File: src/rtl/pipeline_pkg.sv
// Shared pipeline encodings: ALU op selects, forwarding selects and the
// execute-to-memory register layout used by decode, execute and hazard logic.
package pipeline_pkg;

    localparam logic [2:0] ALU_ADD = 3'b000;
    localparam logic [2:0] ALU_SUB = 3'b001;
    localparam logic [2:0] ALU_AND = 3'b010;
    localparam logic [2:0] ALU_OR  = 3'b011;
    localparam logic [2:0] ALU_SLT = 3'b101;

    localparam logic [1:0] FWD_NONE = 2'b00;
    localparam logic [1:0] FWD_WB   = 2'b01;
    localparam logic [1:0] FWD_MEM  = 2'b10;

    typedef struct packed {
        logic        reg_write;
        logic        mem_write;
        logic        result_src;
        logic [4:0]  rd;
        logic [31:0] pc_plus4;
        logic [31:0] write_data;
        logic [31:0] alu_result;
    } ex_mem_t;

    // Select code 11 is unused by the hazard unit and falls back to the register value.
    function automatic logic [31:0] fwd_select(
        input logic [1:0]  sel,
        input logic [31:0] reg_val,
        input logic [31:0] wb_val,
        input logic [31:0] mem_val
    );
        logic [31:0] r;
        case (sel)
            FWD_WB:  r = wb_val;
            FWD_MEM: r = mem_val;
            default: r = reg_val;
        endcase
        return r;
    endfunction

endpackage

File: src/rtl/alu.sv
// 32-bit ALU: add/sub (modulo 2^32), and, or, signed set-less-than; other codes give 0.
module alu
    import pipeline_pkg::*;
(
    input  logic [31:0] A,
    input  logic [31:0] B,
    input  logic [2:0]  ALUControl,
    output logic [31:0] Result,
    output logic        Zero
);

    always_comb begin
        Result = '0;
        case (ALUControl)
            ALU_ADD: Result = A + B;
            ALU_SUB: Result = A - B;
            ALU_AND: Result = A & B;
            ALU_OR:  Result = A | B;
            ALU_SLT: Result = {31'b0, $signed(A) < $signed(B)};
            default: Result = '0;
        endcase
    end

    assign Zero = (Result == 32'h0);

endmodule

File: src/rtl/execute_cycle.sv
// Execute stage: operand forwarding, ALU, branch resolution and the
// execute-to-memory pipeline register.
module execute_cycle
    import pipeline_pkg::*;
(
    input  logic        clk,
    input  logic        rst,
    input  logic        RegWriteE,
    input  logic        ALUSrcE,
    input  logic        MemWriteE,
    input  logic        ResultSrcE,
    input  logic        BranchE,
    input  logic [2:0]  ALUControlE,
    input  logic [31:0] RD1_E,
    input  logic [31:0] RD2_E,
    input  logic [31:0] Imm_Ext_E,
    input  logic [31:0] PCE,
    input  logic [31:0] PCPlus4E,
    input  logic [4:0]  RD_E,
    input  logic [31:0] ResultW,
    input  logic [1:0]  ForwardA_E,
    input  logic [1:0]  ForwardB_E,
    output logic        PCSrcE,
    output logic [31:0] PCTargetE,
    output logic        RegWriteM,
    output logic        MemWriteM,
    output logic        ResultSrcM,
    output logic [4:0]  RD_M,
    output logic [31:0] PCPlus4M,
    output logic [31:0] WriteDataM,
    output logic [31:0] ALU_ResultM
);

    logic [31:0] src_a;
    logic [31:0] fwd_b;
    logic [31:0] src_b;
    logic [31:0] alu_result;
    logic        zero;
    ex_mem_t     ex_mem_d;
    ex_mem_t     ex_mem_q;

    // Forwarding from M uses the registered result, so dependent ops need no stall.
    always_comb begin
        src_a = fwd_select(ForwardA_E, RD1_E, ResultW, ex_mem_q.alu_result);
        fwd_b = fwd_select(ForwardB_E, RD2_E, ResultW, ex_mem_q.alu_result);
        src_b = ALUSrcE ? Imm_Ext_E : fwd_b;
    end

    alu u_alu (
        .A          (src_a),
        .B          (src_b),
        .ALUControl (ALUControlE),
        .Result     (alu_result),
        .Zero       (zero)
    );

    assign PCTargetE = PCE + Imm_Ext_E;
    assign PCSrcE    = BranchE & zero;

    always_comb begin
        ex_mem_d            = '0;
        ex_mem_d.reg_write  = RegWriteE;
        ex_mem_d.mem_write  = MemWriteE;
        ex_mem_d.result_src = ResultSrcE;
        ex_mem_d.rd         = RD_E;
        ex_mem_d.pc_plus4   = PCPlus4E;
        ex_mem_d.write_data = fwd_b;
        ex_mem_d.alu_result = alu_result;
    end

    always_ff @(posedge clk or posedge rst) begin
        if (rst) begin
            ex_mem_q <= '0;
        end else begin
            ex_mem_q <= ex_mem_d;
        end
    end

    assign RegWriteM   = ex_mem_q.reg_write;
    assign MemWriteM   = ex_mem_q.mem_write;
    assign ResultSrcM  = ex_mem_q.result_src;
    assign RD_M        = ex_mem_q.rd;
    assign PCPlus4M    = ex_mem_q.pc_plus4;
    assign WriteDataM  = ex_mem_q.write_data;
    assign ALU_ResultM = ex_mem_q.alu_result;

endmodule

File: config.mk
export PLATFORM = sky130hd
export DESIGN_NAME = execute_cycle
export DESIGN_NICKNAME = d
export VERILOG_FILES = /design/src/rtl/pipeline_pkg.sv /design/src/rtl/alu.sv /design/src/rtl/execute_cycle.sv
export SDC_FILE = /design/constraint.sdc
export NUM_CORES = 1
export LEC_CHECK = 0
export ABC_AREA = 1
export CAP_MARGIN = 20
export CORE_MARGIN = 10
export CORE_UTILIZATION = 40
export DETAILED_ROUTE_END_ITERATION = 6
export GPL_TIMING_DRIVEN = 0
export PLACE_DENSITY = 0.73
export REMOVE_ABC_BUFFERS = 1
export SKIP_LAST_GASP = 1
export SYNTH_ARGS = -nofsm -noshare
export SYNTH_HDL_FRONTEND = slang
export SYNTH_SLANG_ARGS = --single-unit
File: constraint.sdc
create_clock -name clk -period 13.7 [get_ports clk]
set_input_delay 2.74 -clock clk [delete_from_list [all_inputs] [get_ports clk]]
set_output_delay 2.74 -clock clk [all_outputs]
set_load 0.05 [all_outputs]
==> results of run 1 <==
==> sequential cells by signal (all words and copies together) (netlist names) <==
| signal | count |
|---|---|
| ALU_ResultM | 32 |
| MemWriteM | 1 |
| PCPlus4M | 32 |
| RD_M | 5 |
| RegWriteM | 1 |
| ResultSrcM | 1 |
| WriteDataM | 32 |
==> layer usage <==
layer  global-route usage [%]  up-vias
met4                     7.55        0
met5                        0        -
met1                     35.4     6706
li1                         -     6766
met2                     48.0      655
met3                     5.96       53
==> worst max-delay path: cells and delay by family <==
family	cells	cell delay, ps
buf+inv	7	2640
compound gates	2	920
simple gates	14	1770
fa+ha+maj	3	1370
==> synthesized netlist by cell type <==
cell type    n  area [um^2]
a21boi_0     1         7.51
a21boi_1     1         7.51
a21o_1       6         45.0
a21oi_1    106          531
a21oi_2      5         43.8
a221o_1     60          601
a221oi_1     2         17.5
a22o_1       1         8.76
a31oi_1      3         18.8
and2_1       2         12.5
buf_1        1         3.75
buf_2       16         80.1
buf_4        2         15.0
buf_6        1         11.3
clkbuf_1    40          150
clkbuf_2     1         5.00
dfrtp_1    104         2600
fa_1         3         60.1
ha_1       144         1800
inv_1      321         1200
inv_2       14         52.6
nand2_1    459         1720
nand2_2      6         37.5
nand3_1    136          681
nand3_2      2         20.0
nand3b_1    10         75.1
nand4_1     17          106
nor2_1     169          634
nor2_2       4         25.0
nor3_1      19         95.1
nor3_2       2         20.0
nor4_1       6         37.5
o2111ai_1    1         8.76
o211ai_1     3         22.5
o21a_1       2         15.0
o21ai_0    153          766
o21ai_1      5         25.0
o21bai_1    12         90.1
o221a_2      1         11.3
o22ai_1     15         93.8
or2_2        1         6.26
xnor2_1      9         78.8
xor2_1      23          201
==> layout make-up <==
| type | count | area, um^2 |
|---|---|---|
| diodes | 6 | 15.0 |
| clock buffers | 9 | 225 |
| multi-input cells | 1389 | 7940 |
| clock inverters | 7 | 78.8 |
| well taps | 390 | 488 |
| flip-flops and latches | 104 | 2600 |
| repair buffers | 357 | 3700 |
| inverters | 335 | 1260 |
| fillers | 2936 | 13400 |
==> logic make-up (layout without fill, tap and decap cells) <==
group | count (synthesis) | in the layout | share of synthesized area (%)
and+or+nand+nor | 833 | 833 | 28.8
other | 0 | 6 | 0
DFF | 104 | 104 | 21.6
buffers and inverters | 396 | 708 | 12.6
AOI/OAI and AO/OA | 377 | 377 | 19.2
adders and majority gates | 147 | 147 | 15.4
xor gates and xnor gates | 32 | 32 | 2.33
==> path summary, 6_finish.rpt <==
check / cells after the start / startpoint / slack, ps / endpoint
worst max-delay path: 26 / ForwardB_E[0] / 1500 / PCSrcE
worst min-delay path: 3 / ALU_ResultM[27] / 680 / WriteDataM[27]
worst max register to register: 18 / ALU_ResultM[0] / 9790 / ALU_ResultM[28]
worst min register to register: 3 / ALU_ResultM[27] / 680 / WriteDataM[27]
max in group asynchronous: 3 / rst / 10210 / ALU_ResultM[8]
min in group asynchronous: 2 / rst / 2750 / RD_M[3]
==> stage by stage <==
step	power, uW	instances	hold slack [ps]
2_1_floorplan	1090	1828	880
3_3_place_gp	1480	2565	649
3_5_place_dp	1500	2573	665
4_1_cts	1780	2589	671
5_1_grt	1900	2597	732
6_report	1790	2597	680
==> power by group <==
| group | total (uW) | internal, uW | switching [uW] |
|---|---|---|---|
| sequential | 364 | 342 | 22.4 |
| clock | 276 | 144 | 132 |
| combinational | 1150 | 371 | 782 |
==> run metrics, run 1 <==
CTS resizes 0; Final Hold Violating Endpoints 0; GPL Wtd Cong 1.03; register area share after synthesis 21.6%; utilization after layout 54.9%; Setup-failing EPs final 0; Max FO, Critical Path 32; Distinct cells, synth 43; first-pass GRT wire length 83300 um; number of global-route vias before repair 13700; Tmin final 12200 ps; post-route ant nets 0; RSZ-0062 raised after global routing false; total congestion overflow 0; DRC viols 0; Rel. slew slack 29.7%; I/O pins 348; Post-Syn Area 0.0121 mm^2; most frequent cells in the layout nand2_1, clkdlybuf4s50_1, inv_1, nor2_1, o21ai_0; Max rail drop VDD 0.0635 mV; die width 194 um; PD cells 110 mW/mm^2; Tcrit/Tclk final 89.1%; port bufs 347; TritonCTS clock tree yes; Post-DP HPWL 47300 um; nets 2554; Layout area overhead 35.3%; post-synthesis average cell area 6.38 um^2; static leakage 0.00825 uW; Setup TNS Final 0 ps; share of layout cells above drive strength 1 2.95%; Clock Skew 10.5 ps; Synth Instances 1889; max cap viols 0; drt pass-1 iters 5; Post-CTS Setup Bufs 0; Top Layer Used met4; Die ar. 0.0375 mm^2; arrival time at the worst endpoint 9460 ps; die height 194 um; post-DR vias/cell 5.46; Setup CP Type in -> out; clock buffer depth 2; CTS buffer count 9; slowest stage delay, CP 820 ps; Slew Viols, Final 0; Final WS setup 1500 ps; H-tree depth 3; placed standard-cell area 0.0160 mm^2; WL met2 26900 um; Met3 Wirelength 4910 um; cell area after layout 0.0163 mm^2; clock root buffer clkbuf_16; Worst-Margin Slew 1050 ps; largest net degree at the start of global routing 69; fmax 81.9 MHz; Vias 14200; met1 wire length 23000 um; global-route usage over all layers 28.3%; CP required 10960 ps; Worst-path clk slew 80 ps; most common cell after layout, fill and taps aside nand2_1; initial drt markers 1523; synthesis warning total 0; initial antenna violation count 6; core area 0.0297 mm^2; CP Capture Type output pin; Crit path top cell by count nand2_1; initial cell density of the core 40.6%; slowest CP cell clkdlybuf4s50_1; drt wl/cell 21.5 um; final wirelength 55900 um; status finished, final reports clean; row count 63; dpl ws 1610 ps; clock sinks 104; Startpoint Class input port; cts hold-fix bufs 0; Skew-Pair Late Insertion Delay 370 ps; worst min path class reg -> reg; post-synthesis register bit count 104
No activity file was read; power rests on OpenSTA's default activity.
==> run 2: changes to the inputs <==
Settings changed: CTS_CLUSTER_SIZE set to 30.
==> results of run 2 <==
Final layout, timing and power as in run 1 (identical DEF).
